==> src/rtl/mem_pkg.sv <==
// Shared definitions for the memory port arbiter.
//   - state_t : arbiter FSM encoding (also visible on the debug state port)
//   - grant_t : which requester received the most recent grant
//   - AW_DEFAULT / DW_DEFAULT : default address and data widths
package mem_pkg;

    localparam int AW_DEFAULT = 32;
    localparam int DW_DEFAULT = 32;

    typedef enum logic [1:0] {
        IDLE   = 2'd0,
        BUSY_C = 2'd1,
        BUSY_L = 2'd2,
        DONE   = 2'd3
    } state_t;

    typedef enum logic {
        GRANT_CORE = 1'b0,
        GRANT_LDR  = 1'b1
    } grant_t;

endpackage

==> src/rtl/rr_arb2.sv <==
// Two-input round-robin arbiter with a last-grant register.
//   clk, rst   : clock, asynchronous active-low reset
//   req_c      : core request
//   req_l      : loader request
//   take       : the owner accepts the current grant (updates last_grant)
//   gnt_c      : core wins this cycle (combinational)
//   gnt_l      : loader wins this cycle (combinational)
module rr_arb2
    import mem_pkg::*;
(
    input  logic clk,
    input  logic rst,
    input  logic req_c,
    input  logic req_l,
    input  logic take,
    output logic gnt_c,
    output logic gnt_l
);

    grant_t last_grant;

    // A lone requester always wins; on a tie the side that did not win
    // last time gets the grant, so neither side can be starved.
    always_comb begin
        gnt_c = 1'b0;
        gnt_l = 1'b0;
        if (req_c && req_l) begin
            if (last_grant == GRANT_LDR) gnt_c = 1'b1;
            else                         gnt_l = 1'b1;
        end else begin
            gnt_c = req_c;
            gnt_l = req_l;
        end
    end

    // Reset leaves the loader as last winner, so the core wins the first tie.
    always_ff @(posedge clk or negedge rst) begin
        if (!rst) begin
            last_grant <= GRANT_LDR;
        end else if (take && (gnt_c || gnt_l)) begin
            last_grant <= gnt_c ? GRANT_CORE : GRANT_LDR;
        end
    end

endmodule

==> src/rtl/mem_port_arbiter.sv <==
// Shares one unified instruction/data memory between the multi-cycle core
// and a program-loader/debug port.
//   clk, rst                : clock, asynchronous active-low reset
//   c_req/c_we/c_addr/c_wdata : core request side (inputs)
//   c_rdata, c_ack          : core read data and 1-cycle completion pulse
//   l_*                     : loader side, identical to the core side
//   mem_en/mem_we/mem_addr/mem_wdata : registered memory command
//   mem_rdata, mem_ready    : memory response (rdata valid with ready)
//   core_stall              : c_req & ~c_ack, holds the core control FSM
//   timeout_err             : sticky, set when an access is aborted
//   dbg_state               : current FSM state
//
// Handshake: a requester raises x_req with stable x_we/x_addr/x_wdata and
// keeps it high until x_ack. x_ack is a single-cycle pulse; x_rdata is valid
// in that cycle. Once granted, an access always completes and acks even if
// the request is dropped. A request still high during its ack cycle is only
// considered again from IDLE. On the memory side mem_en stays high until
// mem_ready, or until the wait budget runs out and the access is aborted.
module mem_port_arbiter
    import mem_pkg::*;
#(
    parameter int AW       = AW_DEFAULT,
    parameter int DW       = DW_DEFAULT,
    parameter int MAX_WAIT = 15
) (
    input  logic          clk,
    input  logic          rst,
    input  logic          c_req,
    input  logic          c_we,
    input  logic [AW-1:0] c_addr,
    input  logic [DW-1:0] c_wdata,
    output logic [DW-1:0] c_rdata,
    output logic          c_ack,
    input  logic          l_req,
    input  logic          l_we,
    input  logic [AW-1:0] l_addr,
    input  logic [DW-1:0] l_wdata,
    output logic [DW-1:0] l_rdata,
    output logic          l_ack,
    output logic          mem_en,
    output logic          mem_we,
    output logic [AW-1:0] mem_addr,
    output logic [DW-1:0] mem_wdata,
    input  logic [DW-1:0] mem_rdata,
    input  logic          mem_ready,
    output logic          core_stall,
    output logic          timeout_err,
    output logic [1:0]    dbg_state
);

    localparam logic [7:0] MAX_WAIT_U = 8'(MAX_WAIT);

    state_t     state;
    logic [7:0] wait_cnt;
    logic [7:0] wait_cnt_inc;
    logic       gnt_c;
    logic       gnt_l;
    logic       in_idle;
    logic       timed_out;
    logic       finish;

    assign in_idle = (state == IDLE);

    rr_arb2 u_arb (
        .clk   (clk),
        .rst   (rst),
        .req_c (c_req),
        .req_l (l_req),
        .take  (in_idle),
        .gnt_c (gnt_c),
        .gnt_l (gnt_l)
    );

    // Saturating count of BUSY cycles including the current one, so the
    // abort fires at the end of BUSY cycle number MAX_WAIT.
    assign wait_cnt_inc = (wait_cnt == 8'hFF) ? wait_cnt : wait_cnt + 8'd1;
    assign timed_out    = !mem_ready && (wait_cnt_inc == MAX_WAIT_U);
    assign finish       = mem_ready || timed_out;

    assign core_stall = c_req & ~c_ack;
    assign dbg_state  = state;

    always_ff @(posedge clk or negedge rst) begin
        if (!rst) begin
            state       <= IDLE;
            wait_cnt    <= 8'd0;
            mem_en      <= 1'b0;
            mem_we      <= 1'b0;
            mem_addr    <= '0;
            mem_wdata   <= '0;
            c_rdata     <= '0;
            l_rdata     <= '0;
            c_ack       <= 1'b0;
            l_ack       <= 1'b0;
            timeout_err <= 1'b0;
        end else begin
            c_ack <= 1'b0;
            l_ack <= 1'b0;
            case (state)
                IDLE: begin
                    wait_cnt <= 8'd0;
                    if (gnt_c) begin
                        state     <= BUSY_C;
                        mem_en    <= 1'b1;
                        mem_we    <= c_we;
                        mem_addr  <= c_addr;
                        mem_wdata <= c_wdata;
                    end else if (gnt_l) begin
                        state     <= BUSY_L;
                        mem_en    <= 1'b1;
                        mem_we    <= l_we;
                        mem_addr  <= l_addr;
                        mem_wdata <= l_wdata;
                    end
                end
                BUSY_C, BUSY_L: begin
                    wait_cnt <= wait_cnt_inc;
                    if (finish) begin
                        state  <= DONE;
                        mem_en <= 1'b0;
                        mem_we <= 1'b0;
                        if (timed_out) timeout_err <= 1'b1;
                        // Aborted accesses return zero; completed writes
                        // leave the requester's read data untouched.
                        if (state == BUSY_C) begin
                            c_ack <= 1'b1;
                            if (timed_out)    c_rdata <= '0;
                            else if (!mem_we) c_rdata <= mem_rdata;
                        end else begin
                            l_ack <= 1'b1;
                            if (timed_out)    l_rdata <= '0;
                            else if (!mem_we) l_rdata <= mem_rdata;
                        end
                    end
                end
                DONE: begin
                    wait_cnt <= 8'd0;
                    state    <= IDLE;
                end
                default: state <= IDLE;
            endcase
        end
    end

endmodule

==> config.mk <==
export PLATFORM = sky130hd
export DESIGN_NAME = mem_port_arbiter
export DESIGN_NICKNAME = d
export VERILOG_FILES = /design/src/rtl/mem_pkg.sv /design/src/rtl/rr_arb2.sv /design/src/rtl/mem_port_arbiter.sv
export SDC_FILE = /design/constraint.sdc
export NUM_CORES = 1
export LEC_CHECK = 0
export BUFFER_PORTS_ARGS = -buffer_cell sky130_fd_sc_hd__buf_2
export CORE_MARGIN = 2
export CORE_UTILIZATION = 50
export DETAILED_ROUTE_END_ITERATION = 7
export PLACE_DENSITY = 0.92
export SLEW_MARGIN = 40
export SYNTH_ARGS = -nofsm -noshare
export SYNTH_HDL_FRONTEND = slang
export SYNTH_SLANG_ARGS = --single-unit
export TNS_END_PERCENT = 1
==> constraint.sdc <==
create_clock -name clk -period 4.7 [get_ports clk]
set_clock_uncertainty 0.1 [all_clocks]
set_input_delay 0.94 -clock clk [delete_from_list [all_inputs] [get_ports clk]]
set_output_delay 0.94 -clock clk [all_outputs]
set_load 0.02 [all_outputs]
==> results of run 1 <==
report_power, final:
| group | internal, W | switching, W |
|---|---|---|
| combinational | 0.00134 | 0.00231 |
| clock | 0.000975 | 0.000516 |
| sequential | 0.00179 | 0.000420 |
| total | 0.00411 | 0.00324 |
cells in the final DEF (no fill, tap or decap), types with 5 or more instances in the layout:
| master | instances |
|---|---|
| buf_2 | 301 |
| dfrtp_1 | 142 |
| nand2_1 | 104 |
| o21ai_0 | 92 |
| inv_1 | 69 |
| mux2i_1 | 66 |
| a22oi_1 | 64 |
| o22a_1 | 32 |
| o221ai_2 | 27 |
| nor2_1 | 21 |
| clkbuf_16 | 17 |
| o21ai_1 | 10 |
| buf_4 | 10 |
| nand3_1 | 9 |
| clkbuf_8 | 6 |
| o221ai_1 | 5 |
stage by stage:
stage	hold WS [ps]	setup slack [ps]
floorplan	408	2130
global placement	357	1990
detailed placement	364	2050
CTS	377	2030
global route	388	1810
finish	373	1970
sequential cells by signal (all words and copies together) (netlist names), 2 cells and up:
signal / count
mem_addr: 32
l_rdata: 32
wait_cnt: 8
mem_wdata: 32
c_rdata: 32
dbg_state: 2
kinds of logic after synthesis:
family / after synthesis / share of synthesized area (%)
buf+inv: 134 / 7.81
flops: 144 / 47.8
xor+xnor: 2 / 0.232
fa+ha+maj: 3 / 0.498
simple gates: 161 / 9.21
mux: 66 / 8.76
compound gates: 254 / 25.7
final cells by class:
| cell class | instances | area (sq um) | share of cell area [%] |
|---|---|---|---|
| Antenna cell | 2 | 5.00 | 0.0513 |
| Clock buffer | 24 | 512 | 5.25 |
| Clock inverter | 8 | 149 | 1.53 |
| Inverter | 70 | 263 | 2.70 |
| Multi-Input combinational cell | 486 | 3380 | 34.7 |
| Sequential cell | 144 | 3610 | 37.0 |
| Tap cell | 184 | 230 | 2.36 |
| Timing Repair Buffer | 313 | 1600 | 16.5 |
how the worst max path moves through the flow:
stage                      from          end  slack (ps)  cells past startpoint
finish              wait_cnt[0]   l_rdata[4]        1970                      7
floorplan                 c_req   core_stall        2130                      2
detailed placement  wait_cnt[0]   l_rdata[4]        2050                      7
global placement          l_req  mem_addr[0]        1990                      5
global route        wait_cnt[0]   l_rdata[4]        1810                      7
CTS                 wait_cnt[0]  c_rdata[28]        2030                      7
critical path, cell delays in order, from the launching register on:
cell and delay (ps):
dfrtp_1 460, ha_1 350, or3b_1 360, a31oi_1 190, nor2_1 140, o31ai_4 280
buf_4 510, o221ai_1 180
per-layer routing:
| layer | up-vias | share of wire (%) | global-route usage, % |
|---|---|---|---|
| li1 | 3273 | - | - |
| met1 | 3358 | 38 | 33.1 |
| met2 | 375 | 50 | 47.0 |
| met3 | 55 | 8.0 | 7.30 |
| met4 | 0 | 3.3 | 13.6 |
| met5 | - | 0 | 0 |
==> impl_metrics.csv, run 1 <==
group,metric,value,unit
sta,rsz0062_at_grt,"no",
routing,dr.pass1.iters,5,
clock_network,clock_sinks,144,
final_layout,final_util,66.6,%
job,cap_violations,0,
sta,setup_tns,0,ps
sta,fmax,0.366,GHz
die,die_height,127,um
final_layout,finalInstanceArea,0.00975,sq mm
routing,avgViaCountPerCell,5.74,
routing,drtIter0Drc,510,
synthesis,post-synth-top-count-cell,"dfrtp_1",
global_route,globalRouteOverflowTotal,0,
routing,detail_route.drc_violations,0,
global_route,grt_pass1_wl,35.6,mm
final_layout,num-fill-cells,1116,
placement,portBuffers,302,
hold_path,worstHoldStart,"mem_wdata[9]",
final_layout,fin_nets,1202,
global_route,antenna_found_initial,2,
power_and_ir_drop,ir_drop,0.511,mV
placement,dp.final_hpwl,15.8,mm
clock_network,cts_hold_buf,0,
power_and_ir_drop,cellLeakagePower,5.09,nW
clock_network,insertion_delay,410,ps
global_route,grt_usage,27.8,%
sta,finalCritPeriodShare,58.1,%
clock_network,post_cts_resized,0,
die,core-area,0.0146,sq mm
hold_path,min_path_cells,2,
synthesis,synth_seq_cells,144,
hold_path,worstHoldPathType,"reg -> reg",
clock_network,cts_setup_buffers,0,
sta,hold_viol,0,
synthesis,yosysUniqueCellTypes,53,
final_layout,area_growth,29.3,%
setup_path,worstSetupStartpointType,"flip-flop",
clock_network,cts_root_buffer,"clkbuf_16",
synthesis,syn_avg_cell_area,9.87,sq um
placement,dp_cells,1197,
synthesis,synthCells,764,
clock_network,clk_pin_slew,60,ps
clock_network,htree_num_levels,4,
placement,placed_area,0.00908,sq mm
clock_network,cts_tree,"built",
setup_path,timing.rr.end,"l_rdata[4]",
die,initial_core_util,51.5,%
die,fp.dieArea,0.0161,sq mm
synthesis,synth_edf_count,0,
routing,drtAntennaViolNets,0,
setup_path,cp_max_fo,42,
sta,slew_headroom,47.5,%
routing,drt-total-wl,22.7,mm
synthesis,seq_area_frac_synth,47.8,%
setup_path,regToRegSetupSlack,1970,ps
clock_network,cts.path.max_buffers,2,
clock_network,numCtsBuffers,17,
synthesis,synth_fp_nets,934,
setup_path,worstSetupPathType,"reg -> reg",
sta,slew_viol_final,0,
final_layout,final_cells,1231,
routing,vias,7061,
die,die_width,127,um
synthesis,netlist.area_leader.share,47.4,%
global_route,grt_max_degree,129,
power_and_ir_drop,power,0.00736,W
placement,gp_congestion,0.871,
routing,wl_per_cell,18.4,um
sta,post-route-min-period,2730,ps
power_and_ir_drop,power_density,754,mW/mm^2
synthesis,async_flop_share,100,%
synthesis,synth_area_leader_cell,"dfrtp_1",
synthesis,synth_top_cells_by_count,"dfrtp_1, nand2_1, o21ai_0",
die,rows,44,
setup_path,arrival,2890,ps
setup_path,r2r_cells,7,
hold_path,hold-path-endpoint,"mem_wdata[9]",
sta,tightest_slew,788,ps
final_layout,drive_gt1_share,36.8,%
global_route,grt_pass1_vias,7081,
synthesis,yosys_warnings,0,
synthesis,synth_area_leaders,"dfrtp_1, mux2i_1, a22oi_1",
sta,setup_viol,0,
status,outcome,"finished clean",
setup_path,cp.required,4860,ps
setup_path,r2r_start,"wait_cnt[0]",
die,io_pins,303,
synthesis,synthesis.area,0.00754,sq mm
setup_path,end_kind,"flip-flop",
synthesis,ys.flop_type,"dfrtp_1",
(Power assumes the default switching activity.)
==> run 2: changes to the inputs <==
--- a/config.mk
+++ b/config.mk
@@ -7,9 +7,9 @@
 export LEC_CHECK = 0
 export BUFFER_PORTS_ARGS = -buffer_cell sky130_fd_sc_hd__buf_2
 export CORE_MARGIN = 2
-export CORE_UTILIZATION = 50
+export CORE_UTILIZATION = 44
 export DETAILED_ROUTE_END_ITERATION = 7
-export PLACE_DENSITY = 0.92
+export PLACE_DENSITY = 0.87
 export SLEW_MARGIN = 40
 export SYNTH_ARGS = -nofsm -noshare
 export SYNTH_HDL_FRONTEND = slang
==> constraint.sdc (replaced) <==
create_clock -name clk -period 2.5 [get_ports clk]
set_clock_uncertainty 0.1 [all_clocks]
set_input_delay 0.5 -clock clk [delete_from_list [all_inputs] [get_ports clk]]
set_output_delay 0.5 -clock clk [all_outputs]
set_load 0.02 [all_outputs]
==> run 2 against run 1 <==
Fmax up 13%. Sequential share of layout area shrank 0.71 points. Largest cell class unchanged. Clock power rose by 78%. Cell area increased by 2.0%. Critical path type unchanged. Utilization is 6.8 points lower.
==> impl_metrics.csv, run 2 (synthesized netlist as in run 1, its figures left out) <==
group,metric,value,unit
status,outcome,"finished clean",
setup_path,crit_chain,"ha_2 -> or3b_1 -> a31oi_1 -> nor2_2 -> o31ai_4 -> buf_4 -> clkbuf_16 -> o221ai_1",
clock_network,numCtsBuffers,17,
clock_network,clk_pin_slew,60,ps
sta,setup_viol,0,
setup_path,path_buf_inv,2,
placement,portBuffers,302,
final_layout,final_common_cell,"buf_2",
routing,drtIter0Drc,464,
final_layout,drive_gt1_share,37.7,%
routing,detail_route.drc_violations,0,
placement,dp.final_hpwl,16.0,mm
sta,slew_viol_final,0,
final_layout,final_util,59.7,%
global_route,grt_pass1_wl,34.5,mm
routing,avgViaCountPerCell,5.41,
setup_path,cp.required,2670,ps
die,rows,47,
power_and_ir_drop,p_comb_share,51.3,%
final_layout,num-fill-cells,1389,
sta,slew_headroom,51.0,%
setup_path,slowest_stage,"dfrtp_1",
sta,post-route-min-period,2410,ps
clock_network,insertion_delay,420,ps
routing,dr.pass1.iters,5,
placement,gp_congestion,0.908,
die,die_width,135,um
global_route,grt_max_degree,70,
sta,rsz0062_at_grt,"yes",
final_layout,fin_nets,1215,
die,io_pins,303,
power_and_ir_drop,p_sw,0.00618,W
power_and_ir_drop,p_sw_share,44.9,%
global_route,grt_usage,24.3,%
die,fp.dieArea,0.0182,sq mm
clock_network,clock_sinks,144,
routing,drtAntennaViolNets,0,
final_layout,area_growth,31.8,%
power_and_ir_drop,clock_power_share,19.2,%
hold_path,worstHoldPathType,"in -> reg",
setup_path,cp_max_fo,17,
setup_path,end_kind,"flip-flop",
job,cap_violations,0,
sta,hold_viol,0,
power_and_ir_drop,cellLeakagePower,5.16,nW
power_and_ir_drop,pwr-share-seq,29.5,%
routing,drt-total-wl,22.7,mm
setup_path,crit_family,"compound AO/OA/AOI/OAI gates",
routing,vias,6911,
die,core-area,0.0166,sq mm
global_route,grt_pass1_vias,6678,
clock_network,cts.path.max_buffers,2,
power_and_ir_drop,power_density,1390,mW/mm^2
setup_path,arrival,2590,ps
global_route,globalRouteOverflowTotal,0,
routing,wl_per_cell,17.8,um
clock_network,htree_num_levels,4,
global_route,antenna_found_initial,0,
clock_network,cts_tree,"built",
sta,tightest_slew,735,ps
final_layout,n_antenna_cell,0,
final_layout,mostFrequentLayoutCells,"buf_2, dfrtp_1, nand2_1, o21ai_0, inv_1",
setup_path,worstSetupStartpointType,"flip-flop",
die,die_height,135,um
power_and_ir_drop,internal_power,0.00760,W
sta,finalCritPeriodShare,96.5,%
clock_network,cts_root_buffer,"clkbuf_16",
setup_path,max_stage_delay,420,ps
sta,fmax,0.414,GHz
setup_path,worstSetupPathType,"reg -> reg",
sta,setup_tns,0,ps
power_and_ir_drop,ir_drop,0.841,mV
die,initial_core_util,45.3,%
run 2: worst paths after layout:
path | startpoint | to | slack (ps) | depth (start not counted)
max in group asynchronous | rst | l_rdata[4] | 1100 | 3
hold / removal | c_wdata[7] | mem_wdata[7] | 260 | 3
hold reg to reg | timeout_err | timeout_err | 370 | 1
min in group asynchronous | rst | l_rdata[19] | 510 | 2
setup reg to reg | wait_cnt[1] | l_rdata[7] | 90 | 8
setup / recovery | wait_cnt[1] | l_rdata[7] | 90 | 8
run 2: worst register-to-register path, stage by stage (launching register included):
cell,delay (ps)
dfrtp_1,420
ha_2,350
or3b_1,340
a31oi_1,210
nor2_2,100
o31ai_4,210
buf_4,190
clkbuf_16,200
o221ai_1,140
run 2: per-layer routing:
| metal | up-vias | routed length (um) | GRT usage [%] |
|---|---|---|---|
| met1 | 3315 | 9100 | 29.4 |
| met5 | - | 0 | 0 |
| li1 | 3296 | - | - |
| met4 | 0 | 452 | 8.30 |
| met2 | 271 | 11500 | 42.2 |
| met3 | 29 | 1690 | 6.12 |
run 2: final cells by class:
cell class | count | area [sq um] | share of cell area [%]
multi-input cells | 486 | 3390 | 34.1
clock inverters | 14 | 180 | 1.81
repair buffers | 326 | 1800 | 18.1
well taps | 220 | 275 | 2.77
flip-flops and latches | 144 | 3610 | 36.3
clock buffers | 18 | 429 | 4.32
inverters | 70 | 263 | 2.64
run 2: through the flow:
stage          total power (W)  instance area, sq um  hold WS, ps  worst slack [ps]  std cells
2_1_floorplan          0.00881                  7540          104               228        764
3_3_place_gp            0.0109                  9260          359               102       1242
3_5_place_dp            0.0112                  9260          362              31.7       1242
4_1_cts                 0.0138                  9880          248              12.1       1275
5_1_grt                 0.0147                  9940          268             -18.6       1278
6_report                0.0138                  9940          264              87.0       1278
run 2: power groups by stage:
| stage | clock network, W | logic [W] | registers (W) |
|---|---|---|---|
| after floorplan | 0 | 0.00359 | 0.00522 |
| after global placement | 0 | 0.00684 | 0.00403 |
| after global routing | 0.00279 | 0.00772 | 0.00421 |
| after detailed placement | 0 | 0.00707 | 0.00409 |
| after CTS | 0.00270 | 0.00708 | 0.00406 |
| final | 0.00265 | 0.00707 | 0.00407 |
run 2: what timing repair did:
item / in CTS / in global routing
setup buffers: 0 / 1
resized for setup: 0 / 8
endpoints found under the hold margin: 52 / 0
endpoints found under the setup margin: 0 / 67
hold buffers: 1 / 0
